[src/rtl/muldiv_sequencer.sv]
// muldiv_sequencer
// Control sequencer for the iterative multiplier/divider feeding HI/LO.
// Accepts a mult/div request while idle, loads the selected unit, runs it
// for ITER iterations, then writes HI/LO. A zero divisor skips the divider
// entirely and raises a one-cycle divzero/done pulse instead.
//
// state  | meaning
// -------+------------------------------------------------------------
// IDLE   | waiting for mult_req / div_req; busy low
// M_LOAD | load multiplier operands (mloadab)
// M_RUN  | multiplier iterating (mult), ITER cycles
// M_WB   | write HI/LO from multiplier, done pulse
// D_LOAD | load divider operands (dloadab)
// D_RUN  | divider iterating (div), ITER cycles
// D_WB   | write HI/LO from divider remainder/quotient, done pulse
// D_ZERO | divisor was zero: divzero + done pulse, no writes
//
// CNT_W must satisfy 2**CNT_W > ITER so the terminal count fits.
module muldiv_sequencer #(
  parameter int ITER  = 32,
  parameter int CNT_W = 6
) (
  input  logic        clk,
  input  logic        reset,
  input  logic        mult_req,
  input  logic        div_req,
  input  logic [31:0] divisor,
  output logic        mloadab,
  output logic        mult,
  output logic        dloadab,
  output logic        div,
  output logic        muxhigh,
  output logic        muxlow,
  output logic        highwrite,
  output logic        lowwrite,
  output logic        busy,
  output logic        done,
  output logic        divzero
);

  typedef enum logic [2:0] {
    IDLE   = 3'd0,
    M_LOAD = 3'd1,
    M_RUN  = 3'd2,
    M_WB   = 3'd3,
    D_LOAD = 3'd4,
    D_RUN  = 3'd5,
    D_WB   = 3'd6,
    D_ZERO = 3'd7
  } state_t;

  localparam logic [CNT_W-1:0] CNT_LAST = CNT_W'(ITER - 1);
  localparam logic [CNT_W-1:0] CNT_ONE  = CNT_W'(1);

  state_t           state;
  state_t           state_nxt;
  logic [CNT_W-1:0] cnt;

  // Next-state selection; multiply wins when both requests are high.
  always_comb begin
    state_nxt = state;
    case (state)
      IDLE: begin
        if (mult_req) begin
          state_nxt = M_LOAD;
        end else if (div_req) begin
          state_nxt = (divisor == 32'd0) ? D_ZERO : D_LOAD;
        end
      end
      M_LOAD:  state_nxt = M_RUN;
      M_RUN:   if (cnt == CNT_LAST) state_nxt = M_WB;
      M_WB:    state_nxt = IDLE;
      D_LOAD:  state_nxt = D_RUN;
      D_RUN:   if (cnt == CNT_LAST) state_nxt = D_WB;
      D_WB:    state_nxt = IDLE;
      D_ZERO:  state_nxt = IDLE;
      default: state_nxt = IDLE;
    endcase
  end

  // State register and iteration counter; counter is only cleared in LOAD.
  always_ff @(posedge clk or posedge reset) begin
    if (reset) begin
      state <= IDLE;
      cnt   <= '0;
    end else begin
      state <= state_nxt;
      if (state == M_LOAD || state == D_LOAD) begin
        cnt <= '0;
      end else if (state == M_RUN || state == D_RUN) begin
        cnt <= cnt + CNT_ONE;
      end
    end
  end

  // Registered Moore outputs: decoded from the state being entered so that
  // each output register mirrors the current state with no combinational path.
  always_ff @(posedge clk or posedge reset) begin
    if (reset) begin
      mloadab   <= 1'b0;
      mult      <= 1'b0;
      dloadab   <= 1'b0;
      div       <= 1'b0;
      muxhigh   <= 1'b0;
      muxlow    <= 1'b0;
      highwrite <= 1'b0;
      lowwrite  <= 1'b0;
      busy      <= 1'b0;
      done      <= 1'b0;
      divzero   <= 1'b0;
    end else begin
      mloadab   <= (state_nxt == M_LOAD);
      mult      <= (state_nxt == M_RUN);
      dloadab   <= (state_nxt == D_LOAD);
      div       <= (state_nxt == D_RUN);
      muxhigh   <= (state_nxt == D_WB);
      muxlow    <= (state_nxt == D_WB);
      highwrite <= (state_nxt == M_WB) || (state_nxt == D_WB);
      lowwrite  <= (state_nxt == M_WB) || (state_nxt == D_WB);
      busy      <= (state_nxt != IDLE);
      done      <= (state_nxt == M_WB) || (state_nxt == D_WB) || (state_nxt == D_ZERO);
      divzero   <= (state_nxt == D_ZERO);
    end
  end

endmodule
[config.mk]
export PLATFORM = sky130hd
export DESIGN_NAME = muldiv_sequencer
export DESIGN_NICKNAME = d
export VERILOG_FILES = /design/src/rtl/muldiv_sequencer.sv
export SDC_FILE = /design/constraint.sdc
export NUM_CORES = 1
export LEC_CHECK = 0
export CORE_MARGIN = 1
export CORE_UTILIZATION = 28
export CTS_CLUSTER_SIZE = 25
export DETAILED_ROUTE_END_ITERATION = 8
export RECOVER_POWER = 100
export SYNTH_ARGS = -nofsm -noshare
export SYNTH_HDL_FRONTEND = slang
export SYNTH_SLANG_ARGS = --single-unit
[constraint.sdc]
create_clock -name clk -period 1.4 [get_ports clk]
set_input_delay 0.14 -clock clk [delete_from_list [all_inputs] [get_ports clk]]
set_output_delay 0.14 -clock clk [all_outputs]
set_load 0.05 [all_outputs]
==> results of run 1 <==
[power by group]
part	leakage, nW	internal [mW]	switching, mW	total [mW]
Clock	0.0288	0.250	0.176	0.426
Sequential	0.234	0.674	0.132	0.806
Combinational	0.577	1.04	1.09	2.13
[layout make-up]
type | instances | area [µm²]
multi-input cells | 82 | 669
inverters | 5 | 22.5
clock buffers | 4 | 55.1
fillers | 324 | 1480
flip-flops and latches | 18 | 453
well taps | 46 | 57.6
repair buffers | 88 | 734
[worst min-delay path by stage]
stage | slack, ns | from | end | cells after the start
after floorplan | 0.08 | reset | busy | 1
after global placement | 0.47 | reset | div | 3
after detailed placement | 0.48 | reset | div | 3
after CTS | 0.20 | reset | div | 3
after global routing | 0.60 | cnt[4] | cnt[4] | 2
final | 0.56 | cnt[4] | cnt[4] | 2
[synthesized netlist by cell type (3+ instances only)]
cell type	count
nor3_1	3
nand4_1	3
o21ai_0	7
nand2_1	6
a31oi_1	3
nor2_1	4
nand3_1	3
dfrtp_1	18
nor4_1	7
inv_1	5
a21oi_1	8
a211oi_1	3
[sequential cells by signal, indices dropped and copies added, names as in the netlist]
| register | flops |
|---|---|
| busy | 1 |
| done | 1 |
| cnt | 6 |
| divzero | 1 |
| mult | 1 |
| lowwrite | 1 |
| muxlow | 1 |
| div | 1 |
| mloadab | 1 |
| dloadab | 1 |
| state | 3 |
[repair_timing]
item                       in CTS  in global routing
hold endpoints to repair        0                  0
gates resized for setup        23                 17
setup buffers                   5                  8
setup endpoints to repair      10                 11
hold buffers                    0                  0
pin swaps                       7                 10
[worst max-delay path: stages, from the launching register on]
cell	delay [ns]
dfrtp_2	0.43
buf_6	0.13
buf_4	0.13
clkinvlp_4	0.12
o21ai_1	0.10
a21o_1	0.18
a221o_1	0.31
[cells by family after synthesis]
logic type               Yosys count  share of synthesized area (%)
AND/OR/NAND/NOR                   43                           24.6
adder cells (fa/ha/maj)            1                           1.19
AO/OA/AOI/OAI                     35                           22.4
multiplexers                       1                          0.951
buffers and inverters             13                           6.42
flip-flops                        18                           42.8
XOR/XNOR                           2                           1.66
[routing by layer]
metal | part of all wire (%) | vias to the layer above
li1 | - | 602
met1 | 41 | 610
met2 | 53 | 35
met3 | 3.7 | 4
met4 | 1.6 | 0
met5 | 0 | -
==> reports/qor.txt, run 1 <==
========================================================================================================
Overflow left after global routing                                                                     0
Final Hold Viols                                                                                       0
Period utilisation layout                                                                           109%
Post-Route Skew                                                                               0.00237 ns
Gr busiest metal                                                                                    met2
Worst slack at placement                                                                       -0.341 ns
Via Count                                                                                           1251
Number of core rows                                                                                   21
Cell count of the worst reg-to-reg path                                                                6
Setup repair after global routing missed its margin                                                  yes
Global-route wire length before repair                                                           5.46 mm
Crit path required time                                                                          1.54 ns
Share of synthesized flip-flops with an asynchronous set or reset                                   100%
Floorplan Core Area                                                                          0.00347 mm²
Die X                                                                                            63.3 µm
Number of buffers added by the clock tree synthesis step                                               3
Area after detailed placement                                                                0.00172 mm²
Classification of the worst setup path                                                      flop to flop
Number of enable-type register cells in the synthesized netlist                                        0
Global routing usage on met1                                                                       20.6%
Maximum number of pins on one net before global-route repair                                          19
Final max-slew violation count                                                                         0
Share of Yosys cell area claimed by the top area cell type                                         42.8%
Dominant cell type by area after synthesis                                                       dfrtp_1
Number of nets at the end of the flow                                                                235
Post-Syn Nets                                                                                        150
Weighted congestion reported at the end of routability-driven placement                            0.900
Cells after synthesis                                                                                113
Class of the tightest hold or removal check                                                 flop to flop
Overall die area                                                                             0.00401 mm²
Clock latency on the worst-skew pair                                                             0.26 ns
Worst Hold Slack                                                                                0.558 ns
Post-CTS clock slew at the launch and capture registers of the worst setup and hold paths        0.07 ns
Number of distinct library cells after synthesis                                                      43
Number of warning messages in the yosys log                                                            0
Synthesized flop and latch total                                                                      18
Sum Neg Setup Slack                                                                            -0.538 ns
Leading cell types in the layout, fill and taps excluded                                    buf_4, clkdlybuf4s50_1, dfrtp_1
Antenna violation net count after detailed routing                                                     0
Leading cell type in the layout, fill and taps excluded                                            buf_4
Max Buffers Root-to-Sink                                                                               2
DR iter-0 viols                                                                                       54
Start of the worst register-to-register path                                                    state[1]
Number of cells in the design after placement                                                        226
Cell at the root of the clock tree                                                              clkbuf_8
Headroom to the max-slew limit                                                                     35.6%
# Max-Cap Violations                                                                                   0
Critical register-to-register path endpoint                                                       cnt[2]
Violations in the final reports                                                             negative setup slack
Endpoint of the worst setup timing path                                                           cnt[2]
WL final                                                                                         3.47 mm
Sequential-to-total area share from yosys stat                                                     42.8%
Initial DRT Pass Iterations                                                                            4
Residual DRC                                                                                           0
Fraction of final layout cells sized beyond drive strength 1                                       38.6%
Detail Placement HPWL                                                                            2.44 mm
Netlist Area Pre-Place                                                                       0.00105 mm²
Minimum setup slack in the final design                                                        -0.124 ns
Effective utilization at floorplan                                                                 30.3%
Antenna violations before repair                                                                       0
IO Port Bufs                                                                                          46
Final-report setup violation count                                                                     7
Total power after layout                                                                         3.36 mW
Wire length per cell after detailed routing                                                      14.3 µm
Areal power density over the cells                                                           1690 mW/mm²
Worst EP arrival                                                                                 1.66 ns
Synthesized area per cell                                                                       9.31 µm²
Minimum period implied by the final worst setup slack                                            1.52 ns
Number of global-route vias before repair                                                           1212
All-layer global routing usage                                                                     17.5%
Num Clock Sinks                                                                                       18
CP Capture Type                                                                                     flop
Finished layout cell area                                                                    0.00199 mm²
Number of placed I/O pins                                                                             47
Result of the run                                                                           finished with violations
Clock tree from TritonCTS                                                                          built
Met2 track utilization from global routing                                                         31.3%
Beginning of the critical path                                                                  state[1]
Leakage power summed over all cells                                                             0.841 nW
Worst-Margin Slew                                                                               0.966 ns
Leading post-synthesis cells by cell area                                                   dfrtp_1, nor4_1, a21oi_1
Maximum level of the CTS H-tree                                                                        1
# diodes                                                                                               0
Main flop type after synthesis                                                                   dfrtp_1
Met3 Resource Use GR                                                                               1.99%
Reg2Reg Setup Slack                                                                             -0.12 ns
Vertical die dimension                                                                           63.3 µm
Area growth from synthesis to final layout                                                         89.3%
Element type at the critical path start                                                             flop
Non-filler cells, final                                                                              243
Ratio of routed vias to standard cells                                                              5.15
Worst vdd ir                                                                                    0.581 mV
Peak fanout along the critical path                                                                    6
Final core occ                                                                                     57.4%
Upper clock frequency limit                                                                      656 MHz
========================================================================================================
No activity file was read; power rests on OpenSTA's default activity.
==> run 2: changes to the inputs <==
HOLD_SLACK_MARGIN = 0.03   (was unset)
SLEW_MARGIN = 20   (was unset)
clock period = 1.8 ns   (was 1.4 ns; I/O delays follow)
==> reports/qor.txt, run 2 (synthesis gave the netlist of run 1 again) <==
========================================================================================================
Antenna violations before repair                                                                       0
Headroom to the max-slew limit                                                                     36.3%
Worst-Margin Slew                                                                               0.956 ns
Worst EP arrival                                                                                 1.80 ns
Maximum cell stage delay along the critical path                                                 0.50 ns
Antenna violation net count after detailed routing                                                     0
CP Capture Type                                                                                     flop
All-layer global routing usage                                                                     15.4%
Number of core rows                                                                                   21
Max FFs per register                                                                                   6
Residual DRC                                                                                           0
Ratio of routed vias to standard cells                                                              5.05
# diodes                                                                                               0
Minimum period implied by the final worst setup slack                                            1.65 ns
Biggest register                                                                                     cnt
Final max-slew violation count                                                                         0
Number of cells in the design after placement                                                        203
Die X                                                                                            63.3 µm
Setup repair after global routing missed its margin                                                   no
Period utilisation layout                                                                          91.9%
Number of global-route vias before repair                                                           1088
Final Hold Viols                                                                                       0
Area growth from synthesis to final layout                                                         53.2%
Area after detailed placement                                                                0.00157 mm²
Global-route wire length before repair                                                           4.91 mm
Peak fanout along the critical path                                                                   10
Wire length per cell after detailed routing                                                      13.2 µm
Weighted congestion reported at the end of routability-driven placement                            0.782
Reg2Reg Setup Slack                                                                              0.15 ns
Floorplan Core Area                                                                          0.00347 mm²
Num Clock Sinks                                                                                       18
Overall die area                                                                             0.00401 mm²
Number of nets at the end of the flow                                                                199
Cell count of the worst reg-to-reg path                                                                4
Leakage power summed over all cells                                                             0.660 nW
Number of buffers added by the clock tree synthesis step                                               3
IO Port Bufs                                                                                          46
Initial DRT Pass Iterations                                                                            4
Leading cell type in the layout, fill and taps excluded                                     clkdlybuf4s50_1
Clock tree from TritonCTS                                                                          built
Vertical die dimension                                                                           63.3 µm
Top flop regs                                                                               cnt: 6 flops, state: 3 flops
Max Buffers Root-to-Sink                                                                               2
Ordered cell list for the critical path                                                     or3b_1, nor3_2, a31oi_1, and4_1
Clock latency on the worst-skew pair                                                             0.25 ns
Effective utilization at floorplan                                                                 30.3%
Number of placed I/O pins                                                                             47
Crit path required time                                                                          1.94 ns
Worst vdd ir                                                                                    0.511 mV
Maximum level of the CTS H-tree                                                                        1
Class of the tightest hold or removal check                                                 flop to flop
Post-Route Skew                                                                               0.00536 ns
Leading cell types in the layout, fill and taps excluded                                    clkdlybuf4s50_1, dfrtp_1, dlygate4sd3_1
Highest-delay cell along the critical path                                                        or3b_1
Maximum number of pins on one net before global-route repair                                          19
DR iter-0 viols                                                                                       28
Non-filler cells, final                                                                              207
Cts repair resizes                                                                                     0
Via Count                                                                                           1046
Overflow left after global routing                                                                     0
Classification of the worst setup path                                                      flop to flop
Fraction of final layout cells sized beyond drive strength 1                                       7.45%
Detail Placement HPWL                                                                            2.18 mm
Cell at the root of the clock tree                                                              clkbuf_8
Element type at the critical path start                                                             flop
Upper clock frequency limit                                                                      604 MHz
Post-CTS clock slew at the launch and capture registers of the worst setup and hold paths        0.07 ns
Hold Path Cell Cnt                                                                                     1
CTS hold repair buffers                                                                                0
Finished layout cell area                                                                    0.00161 mm²
# Max-Cap Violations                                                                                   0
WL final                                                                                         2.74 mm
Areal power density over the cells                                                           1200 mW/mm²
Sum Neg Setup Slack                                                                                 0 ns
Final-report setup violation count                                                                     0
Result of the run                                                                           finished, final reports clean
Total power after layout                                                                         1.94 mW
Post-CTS setup buffer count                                                                            0
========================================================================================================
-- run 2: cell types whose count changed in the layout (fill, tap and decap cells not counted), moves of 3 or more --
cell / previous run / this run
o21ai_2: 3 / 0
clkbuf_2: 4 / 0
buf_4: 34 / 3
dlygate4sd3_1: 2 / 12
clkbuf_1: 8 / 2
buf_6: 7 / 0
o21ai_0: 2 / 7
-- run 2: final timing paths --
kind	from	end
worst max-delay path	state[2]	dloadab
worst min-delay path	cnt[4]	cnt[4]
worst max register to register	state[2]	dloadab
worst min register to register	cnt[4]	cnt[4]
max in group asynchronous	reset	cnt[3]
min in group asynchronous	reset	cnt[2]
-- run 2: critical path: cells and delay by family (launching register included) --
kind               cells  cell delay, ns
and+or+nand+nor        3            0.95
DFF                    1            0.49
AOI/OAI and AO/OA      1            0.11
-- run 2: area by class of cell --
cell class | count | area, µm²
Clock buffer | 4 | 55.1
Fill cell | 340 | 1860
Inverter | 5 | 18.8
Multi-Input combinational cell | 82 | 532
Sequential cell | 18 | 450
Tap cell | 46 | 57.6
Timing Repair Buffer | 52 | 498
-- run 2: routing by layer --
metal / global-route usage, % / vias to the layer above / share of wire [%]
li1: - / 523 / -
met1: 18.9 / 494 / 45
met2: 26.7 / 29 / 52
met3: 4.17 / 0 / 3.3
met4: 3.13 / 0 / 0
met5: 0 / - / 0
-- run 2: through the flow --
stage	hold WS (ns)	util (%)	worst slack (ns)
6_report	0.539	46.5	0.145
3_5_place_dp	0.529	45.2	0.0284
4_1_cts	0.249	46.8	0.202
2_1_floorplan	0.119	-	0.346
3_3_place_gp	0.516	45.2	-0.00337
5_1_grt	0.565	46.5	0.0648
-- run 2: power breakdown --
| part | internal [mW] | leakage (nW) | switching (mW) | total, mW |
|---|---|---|---|---|
| registers | 0.519 | 0.237 | 0.125 | 0.644 |
| clock network | 0.194 | 0.0288 | 0.125 | 0.319 |
| logic | 0.395 | 0.394 | 0.583 | 0.977 |
| total | 1.11 | 0.660 | 0.833 | 1.94 |
==> run 3: changes to the inputs <==
--- a/config.mk
+++ b/config.mk
@@ -7,9 +7,10 @@
 export LEC_CHECK = 0
 export CORE_MARGIN = 1
-export CORE_UTILIZATION = 28
+export CORE_UTILIZATION = 44
 export CTS_CLUSTER_SIZE = 25
 export DETAILED_ROUTE_END_ITERATION = 8
 export HOLD_SLACK_MARGIN = 0.03
-export RECOVER_POWER = 100
+export PLACE_DENSITY = 0.84
+export RECOVER_POWER = 25
 export SLEW_MARGIN = 20
 export SYNTH_ARGS = -nofsm -noshare
==> constraint.sdc (replaced) <==
create_clock -name clk -period 1.8 [get_ports clk]
set_input_delay 0.18 -clock clk [delete_from_list [all_inputs] [get_ports clk]]
set_output_delay 0.18 -clock clk [all_outputs]
set_load 0.005 [all_outputs]
==> reports/qor.txt, run 3 (synthesis gave the netlist of run 1 again) <==
========================================================================================================
Result of the run                                                                           finished, final reports clean
Total power after layout                                                                         1.76 mW
Minimum period implied by the final worst setup slack                                            1.61 ns
Biggest register                                                                                     cnt
Number of placed I/O pins                                                                             47
Setup repair after global routing missed its margin                                                   no
Sum Neg Setup Slack                                                                                 0 ns
Leading cell types in the layout, fill and taps excluded                                    clkdlybuf4s50_1, dfrtp_1, a21oi_1
Die X                                                                                            50.9 µm
Number of global-route vias before repair                                                           1065
Maximum level of the CTS H-tree                                                                        1
Area after detailed placement                                                                0.00154 mm²
Final Hold Viols                                                                                       0
All-layer global routing usage                                                                     23.7%
Global-route wire length before repair                                                           4.51 mm
Effective utilization at floorplan                                                                 47.1%
Antenna violation net count after detailed routing                                                     0
Crit path required time                                                                          2.00 ns
Post-CTS setup buffer count                                                                            0
Number of cells in the design after placement                                                        184
Clock tree from TritonCTS                                                                          built
WL final                                                                                         2.64 mm
Via Count                                                                                           1118
Final-report setup violation count                                                                     0
Overflow left after global routing                                                                     0
Final max-slew violation count                                                                         0
Worst slack at placement                                                                      -0.0300 ns
Max FFs per register                                                                                   6
Ratio of routed vias to standard cells                                                              5.95
Class of the tightest hold or removal check                                                 input pin to asynchronous set/reset pin
Residual DRC                                                                                           0
Period utilisation layout                                                                          89.5%
Max Buffers Root-to-Sink                                                                               2
Top flop regs                                                                               cnt: 6 flops, state: 3 flops
IO Port Bufs                                                                                          46
Number of core rows                                                                                   17
Non-filler cells, final                                                                              188
Minimum setup slack in the final design                                                         0.189 ns
# Max-Cap Violations                                                                                   0
Area growth from synthesis to final layout                                                         49.5%
Clock latency on the worst-skew pair                                                             0.30 ns
Detail Placement HPWL                                                                            2.03 mm
Switching power of the nets                                                                     0.690 mW
Upper clock frequency limit                                                                      621 MHz
Element type at the critical path start                                                             flop
Share of total power in combinational logic                                                        49.2%
Leading cell type in the layout, fill and taps excluded                                     clkdlybuf4s50_1
Antenna violations before repair                                                                       0
Worst vdd ir                                                                                    0.698 mV
Power Internal                                                                                   1.07 mW
CTS hold repair buffers                                                                                0
Initial DRT Pass Iterations                                                                            4
CP Capture Type                                                                                     flop
Peak fanout along the critical path                                                                    7
Worst-Margin Slew                                                                               0.652 ns
Cell at the root of the clock tree                                                              clkbuf_4
Num Clock Sinks                                                                                       18
Sequential Power Share                                                                             36.5%
DR iter-0 viols                                                                                       50
Weighted congestion reported at the end of routability-driven placement                            0.975
Areal power density over the cells                                                           1120 mW/mm²
Headroom to the max-slew limit                                                                     56.5%
Post-CTS clock slew at the launch and capture registers of the worst setup and hold paths        0.11 ns
Post-Route Skew                                                                               0.00835 ns
Vertical die dimension                                                                           50.9 µm
Number of buffers added by the clock tree synthesis step                                               3
Classification of the worst setup path                                                      flop to flop
Fraction of final layout cells sized beyond drive strength 1                                       8.75%
Worst EP arrival                                                                                 1.81 ns
Finished layout cell area                                                                    0.00157 mm²
Number of nets at the end of the flow                                                                198
Leakage power summed over all cells                                                             0.627 nW
# diodes                                                                                               0
Floorplan Core Area                                                                          0.00223 mm²
Maximum number of pins on one net before global-route repair                                          19
Cts repair resizes                                                                                     0
Overall die area                                                                             0.00259 mm²
Switching portion of total power                                                                   39.2%
Clock Power Share                                                                                  14.3%
Worst Hold Slack                                                                                0.404 ns
Wire length per cell after detailed routing                                                      14.1 µm
Final core occ                                                                                     70.4%
========================================================================================================
-- run 3: routing by layer --
layer,global-route usage (%),vias to the layer above,share of wire (%)
met1,23.4,506,35
met2,45.4,83,52
met5,0,-,0
met4,13.0,0,2.6
met3,4.46,7,10
li1,-,522,-
-- run 3: critical path: stages (launching register included) --
cell and delay (ns):
dfrtp_1 0.45, ha_1 0.30, nor2b_1 0.20, a22oi_1 0.25, nor2_1 0.07, a221o_1 0.25
-- run 3: cell type report --
cell class	instances	area, µm²
Clock buffer	4	36.3
Fill cell	174	661
Multi-Input combinational cell	82	534
Sequential cell	18	450
Tap cell	28	35.0
Inverter	5	18.8
Timing Repair Buffer	51	498
-- run 3: final timing paths --
path | cells after the start | slack [ns] | startpoint | endpoint
setup / recovery | 5 | 0.19 | cnt[0] | cnt[2]
hold / removal | 2 | 0.40 | reset | div
setup reg to reg | 5 | 0.19 | cnt[0] | cnt[2]
hold reg to reg | 1 | 0.56 | cnt[4] | cnt[4]
max in group asynchronous | 2 | 0.97 | reset | state[2]
min in group clk | 4 | 0.53 | divisor[4] | divzero
-- run 3: power by group through the flow --
stage	combinational (mW)	sequential [mW]	clock, mW
detailed placement	0.839	0.648	0
global route	0.956	0.658	0.271
global placement	0.815	0.640	0
finish	0.864	0.641	0.252
CTS	0.852	0.641	0.254
floorplan	0.596	0.596	0
==> RTL edit 1 (config.mk and constraints of run 3) <==
Register the output `div` once more, cleared by the reset; this adds one clock of latency there. The other outputs are not delayed to match. Comments in the files are not updated.
--- a/src/rtl/muldiv_sequencer.sv
+++ b/src/rtl/muldiv_sequencer.sv
@@ -52,6 +52,8 @@
   localparam logic [CNT_W-1:0] CNT_LAST = CNT_W'(ITER - 1);
   localparam logic [CNT_W-1:0] CNT_ONE  = CNT_W'(1);
 
+  logic div_s0;
+
   state_t           state;
   state_t           state_nxt;
   logic [CNT_W-1:0] cnt;
@@ -100,7 +102,7 @@
       mloadab   <= 1'b0;
       mult      <= 1'b0;
       dloadab   <= 1'b0;
-      div       <= 1'b0;
+      div_s0    <= 1'b0;
       muxhigh   <= 1'b0;
       muxlow    <= 1'b0;
       highwrite <= 1'b0;
@@ -112,7 +114,7 @@
       mloadab   <= (state_nxt == M_LOAD);
       mult      <= (state_nxt == M_RUN);
       dloadab   <= (state_nxt == D_LOAD);
-      div       <= (state_nxt == D_RUN);
+      div_s0    <= (state_nxt == D_RUN);
       muxhigh   <= (state_nxt == D_WB);
       muxlow    <= (state_nxt == D_WB);
       highwrite <= (state_nxt == M_WB) || (state_nxt == D_WB);
@@ -123,4 +125,12 @@
     end
   end
 
+  always_ff @(posedge clk or posedge reset) begin
+    if (reset) begin
+      div <= '0;
+    end else begin
+      div <= div_s0;
+    end
+  end
+
 endmodule
Formal check against the unedited RTL: not equivalent (a bounded check fails within 4 cycles, from zero or initial values and one cycle with reset high).
==> RTL edit 1 against run 3 <==
- wire length grew 20%
- via count increased by 0.81%
- worst setup slack lost 0.042 ns
- sequential cell count is 1 higher
- global-route usage increased by 4.1 points
- first-iteration DRC count fell by 24%
- die area grew 2.3%
- combinational power up 3.6%
- design area rose by 1.7%
- count of clock-buffer cells in the layout unchanged
- power is 2.1% higher
- area after synthesis is 2.4% higher
- largest power group unchanged
==> RTL edit 1: results (changes against run 3) <==
yosys:
  synth.area.top_cells: "dfrtp_1 (44%), nor4_1 (4.1%), a21oi_1 (3.7%)"
  yosysMostFrequentCell: "dfrtp_1"
  ys_top_cells_by_count: "dfrtp_1 (19), a21oi_1 (8), nor4_1 (7), o21ai_0 (7), nand2_1 (6)"
  ys_seq_elements: 19  # +1
  muxShareOfSynthArea: 0.00929  # -0.000221
  synth_compound_area_frac: 0.218  # -0.00519
  ys_warn_count: 0  # unchanged
  syn_nets: 151  # +0.67%
  synth_fa_ha_area_frac: 0.0116  # -0.000276
  async_flop_share: 1.00  # unchanged
  yosysSeqAreaShare: 0.441  # +0.0133
  synth-xor-area-share: 0.0163  # -0.000387
  netlist_instances: 114  # +0.88%
  syn_area_mm2: 0.00108  # +2.4%
sta:
  worst_slew_pin_slew_ns: 0.636  # -0.0160 ns
  clock-skew-final_ns: 0.00598  # -0.00237 ns
finish:
  layout-drive-gt1-share: 0.0859  # -0.00161
  clockBufferCount: 4  # unchanged
  fill_cells: 178  # +2.3%
  stdcell_count: 191  # +1.6%
  largest_registers: "cnt (6), state (3)"
  final-clk-cell-share: 0.0164  # -0.00664
  buffers: 53  # +3.9%
  final_nets: 201  # +1.5%
  areaGrowthSynthToFinish_pct: 48.4
  seq_area_um2: 475  # +5.6%
  final-nonclk-buf-share: 0.318  # +0.00184
global_route:
  grt_max_degree: 13  # -6
  grt_pass1_wl_mm: 5.38  # +19%
  globalRouteMet1Util: 0.354  # +0.120
  grtUsageTotal: 0.278  # +0.0415
  use_met3: 0.0417  # -0.00298
  grt_use_met2: 0.455  # +0.000598
route:
  wl_met3_um: 122  # -56%
  met2_length_mm: 1.64  # +19%
  vias: 1127  # +0.81%
  initialDrtViolationCount: 38  # -24%
  drt-met1-wl_mm: 1.30  # +41%
  routedWlPerCell_um: 16.6  # +18%
worst_setup_path:
  critical_path.max_fanout: 11  # +4
  cp_slowest_cell: "dfrtp_1"
  slowest_delay_ns: 0.49  # +0.04 ns
  crit_arrival_ns: 1.84  # +0.03 ns
placement:
  portBuffers: 46  # unchanged
  gp_congestion: 0.899  # -7.7%
  place_ws_ns: 0.00228  # +0.0323 ns
  placed_cells: 187  # +1.6%
  placed_area_mm2: 0.00158  # +2.6%
  place_hpwl_mm: 2.56  # +26%
pwr:
  peakVddDrop_v: 0.00106  # +52%
  p_leak_nw: 0.640  # +2.1%
run_status:
  status: "complete, no violations"
==> RTL edit 1: changes by cell type after synthesis <==
cell | before | now
dfrtp_1 | 18 | 19
==> RTL edit 1: worst paths after layout <==
path | start | cells past startpoint | to | slack, ns
setup / recovery | state[1]$_DFF_PP0_ | 5 | cnt[2]$_DFFE_PP0P_ | 0.15
hold / removal | reset | 2 | cnt[0]$_DFFE_PP0P_ | 0.25
setup reg to reg | state[1]$_DFF_PP0_ | 5 | cnt[2]$_DFFE_PP0P_ | 0.15
hold reg to reg | div_s0$_DFF_PP0_ | 0 | div$_DFF_PP0_ | 0.36
min in group clk | div_s0$_DFF_PP0_ | 0 | div$_DFF_PP0_ | 0.36
max in group asynchronous | reset | 3 | cnt[4]$_DFFE_PP0P_ | 0.69
==> RTL edit 1: report_power, final <==
part / switching [mW] / internal (mW) / leakage [nW]
clock: 0.129 / 0.0863 / 0.0150
combinational: 0.453 / 0.443 / 0.375
sequential: 0.134 / 0.550 / 0.250
total: 0.716 / 1.08 / 0.640
==> RTL edit 2 (flow settings as in run 3) <==
Without the edit above. `CNT_W`: 6 -> 12.
--- a/src/rtl/muldiv_sequencer.sv
+++ b/src/rtl/muldiv_sequencer.sv
@@ -18,7 +18,7 @@
 // CNT_W must satisfy 2**CNT_W > ITER so the terminal count fits.
 module muldiv_sequencer #(
   parameter int ITER  = 32,
-  parameter int CNT_W = 6
+  parameter int CNT_W = 12
 ) (
   input  logic        clk,
   input  logic        reset,
Function: same outputs for any inputs over 10 cycles, from zero or initial values and one cycle with reset high; that may be too few to reach the edited logic, so the function may still have changed.
==> RTL edit 2 against run 3 <==
- maximum frequency is 5.1% lower
- utilization decreased by 4.2 points
- worst setup slack worse by 0.086 ns
- wire length is 19% higher
- sequential power rose by 20%
- power increased by 4.5%
- area after synthesis rose by 21%
- critical path depth decreased by 1
- design area is 16% higher
- sequential share of layout area grew 4.3 points
- sequential cell count grew 6
- combinational power down 21%
- largest cell class is now sequential cells
- largest power group is now sequential cells
==> RTL edit 2: results (changes against run 3) <==
run_status:
  status: "complete, no violations"
yosys:
  synth.distinct_cells: 38  # -12%
  syn_nets: 162  # +8.0%
  syn-mean-instance-area_um2: 10.2  # +9.2%
  ys_top_cells_by_count: "dfrtp_1 (24), nand2_1 (14), a21oi_1 (8)"
cts:
  clk-insertion-delay-late_ns: 0.32  # +0.02 ns
  clkSlewWorstSetupHoldPaths_ns: 0.14  # +0.03 ns
route:
  initialDrtViolationCount: 28  # -44%
  wl_mm: 3.15  # +19%
  routedWlPerCell_um: 15.2  # +8.3%
sta:
  clock-skew-final_ns: 0.0125  # +0.00410 ns
  worst_slew_pin_slew_ns: 1.22  # +0.573 ns
placement:
  gp_congestion: 0.817  # -16%
  placed_area_mm2: 0.00177  # +15%
  placed_cells: 203  # +10%
  place_hpwl_mm: 2.47  # +21%
pwr:
  peakVddDrop_v: 0.00117  # +68%
  p_int_mw: 1.22  # +14%
finish:
  largest_registers: "cnt (12), state (3)"
  fill_cells: 218  # +25%
worst_setup_path:
  r2r_setup_slack_ns: 0.10  # -0.09 ns
  regToRegEndpoint: "mult$_DFF_PP0_"
  worst_r2r_path_depth: 4  # -1
  crit_arrival_ns: 1.93  # +0.12 ns
global_route:
  grt_pass1_wl_mm: 5.35  # +19%
  grt_max_degree: 25  # +6
min_path:
  min_path_type: "reg -> reg"
==> RTL edit 2: worst max-delay path, stage by stage (launching register included) <==
cell     delay, ns
dfrtp_1       0.44
or4b_1        0.62
nor3_4        0.21
nand2_1       0.14
and4_1        0.21
==> RTL edit 2: area by class of cell <==
type	instances	area [µm²]	area share
Tap cell	31	38.8	0.0212
Clock inverter	1	30.0	0.0164
Clock buffer	3	22.5	0.0123
Multi-Input combinational cell	88	597	0.327
Inverter	7	26.3	0.0144
Sequential cell	24	602	0.330
Timing Repair Buffer	53	509	0.279
==> RTL edit 2: what timing repair did <==
action | in CTS | in global routing
endpoints found under the setup margin | 0 | 5
endpoints found under the hold margin | 0 | 0
resized for setup | 0 | 2
==> RTL edit 2: cells by family after synthesis <==
family / after synthesis / share of synthesized area
simple gates: 51 / 0.242
compound gates: 27 / 0.145
mux: 6 / 0.0482
flops: 24 / 0.472
xor+xnor: 3 / 0.0207
buf+inv: 13 / 0.0620
fa+ha+maj: 1 / 0.00984
==> RTL edit 2: power by group through the flow <==
stage,registers (mW),logic (mW),clock network (mW)
global route,0.779,0.753,0.417
floorplan,0.701,0.499,0
detailed placement,0.768,0.678,0
global placement,0.767,0.650,0
CTS,0.762,0.676,0.397
finish,0.768,0.680,0.389
==> RTL edit 2: stage by stage <==
step	hold slack [ns]	power [mW]	worst slack, ns	utilization
2_1_floorplan	0.195	1.20	0.132	-
3_3_place_gp	0.457	1.42	0.113	0.642
3_5_place_dp	0.490	1.45	0.0845	0.642
4_1_cts	0.182	1.84	0.0764	0.661
5_1_grt	0.519	1.95	0.0109	0.662
6_report	0.505	1.84	0.103	0.662
==> RTL edit 2: how the worst max path moves through the flow <==
| stage | slack (ns) | to | cells past startpoint |
|---|---|---|---|
| floorplan | 0.13 | dloadab$_DFF_PP0_ | 4 |
| global placement | 0.11 | dloadab$_DFF_PP0_ | 4 |
| detailed placement | 0.08 | dloadab$_DFF_PP0_ | 4 |
| CTS | 0.08 | dloadab$_DFF_PP0_ | 4 |
| global route | 0.01 | state[2]$_DFF_PP0_ | 3 |
| finish | 0.10 | mult$_DFF_PP0_ | 4 |
==> RTL edit 2: routing by layer <==
layer | track usage | routed length, µm | vias up
met1 | 0.272 | 1280 | 582
met5 | 0 | 0 | -
li1 | - | - | 570
met2 | 0.379 | 1670 | 27
met3 | 0.0558 | 126 | 8
met4 | 0.0893 | 69 | 0
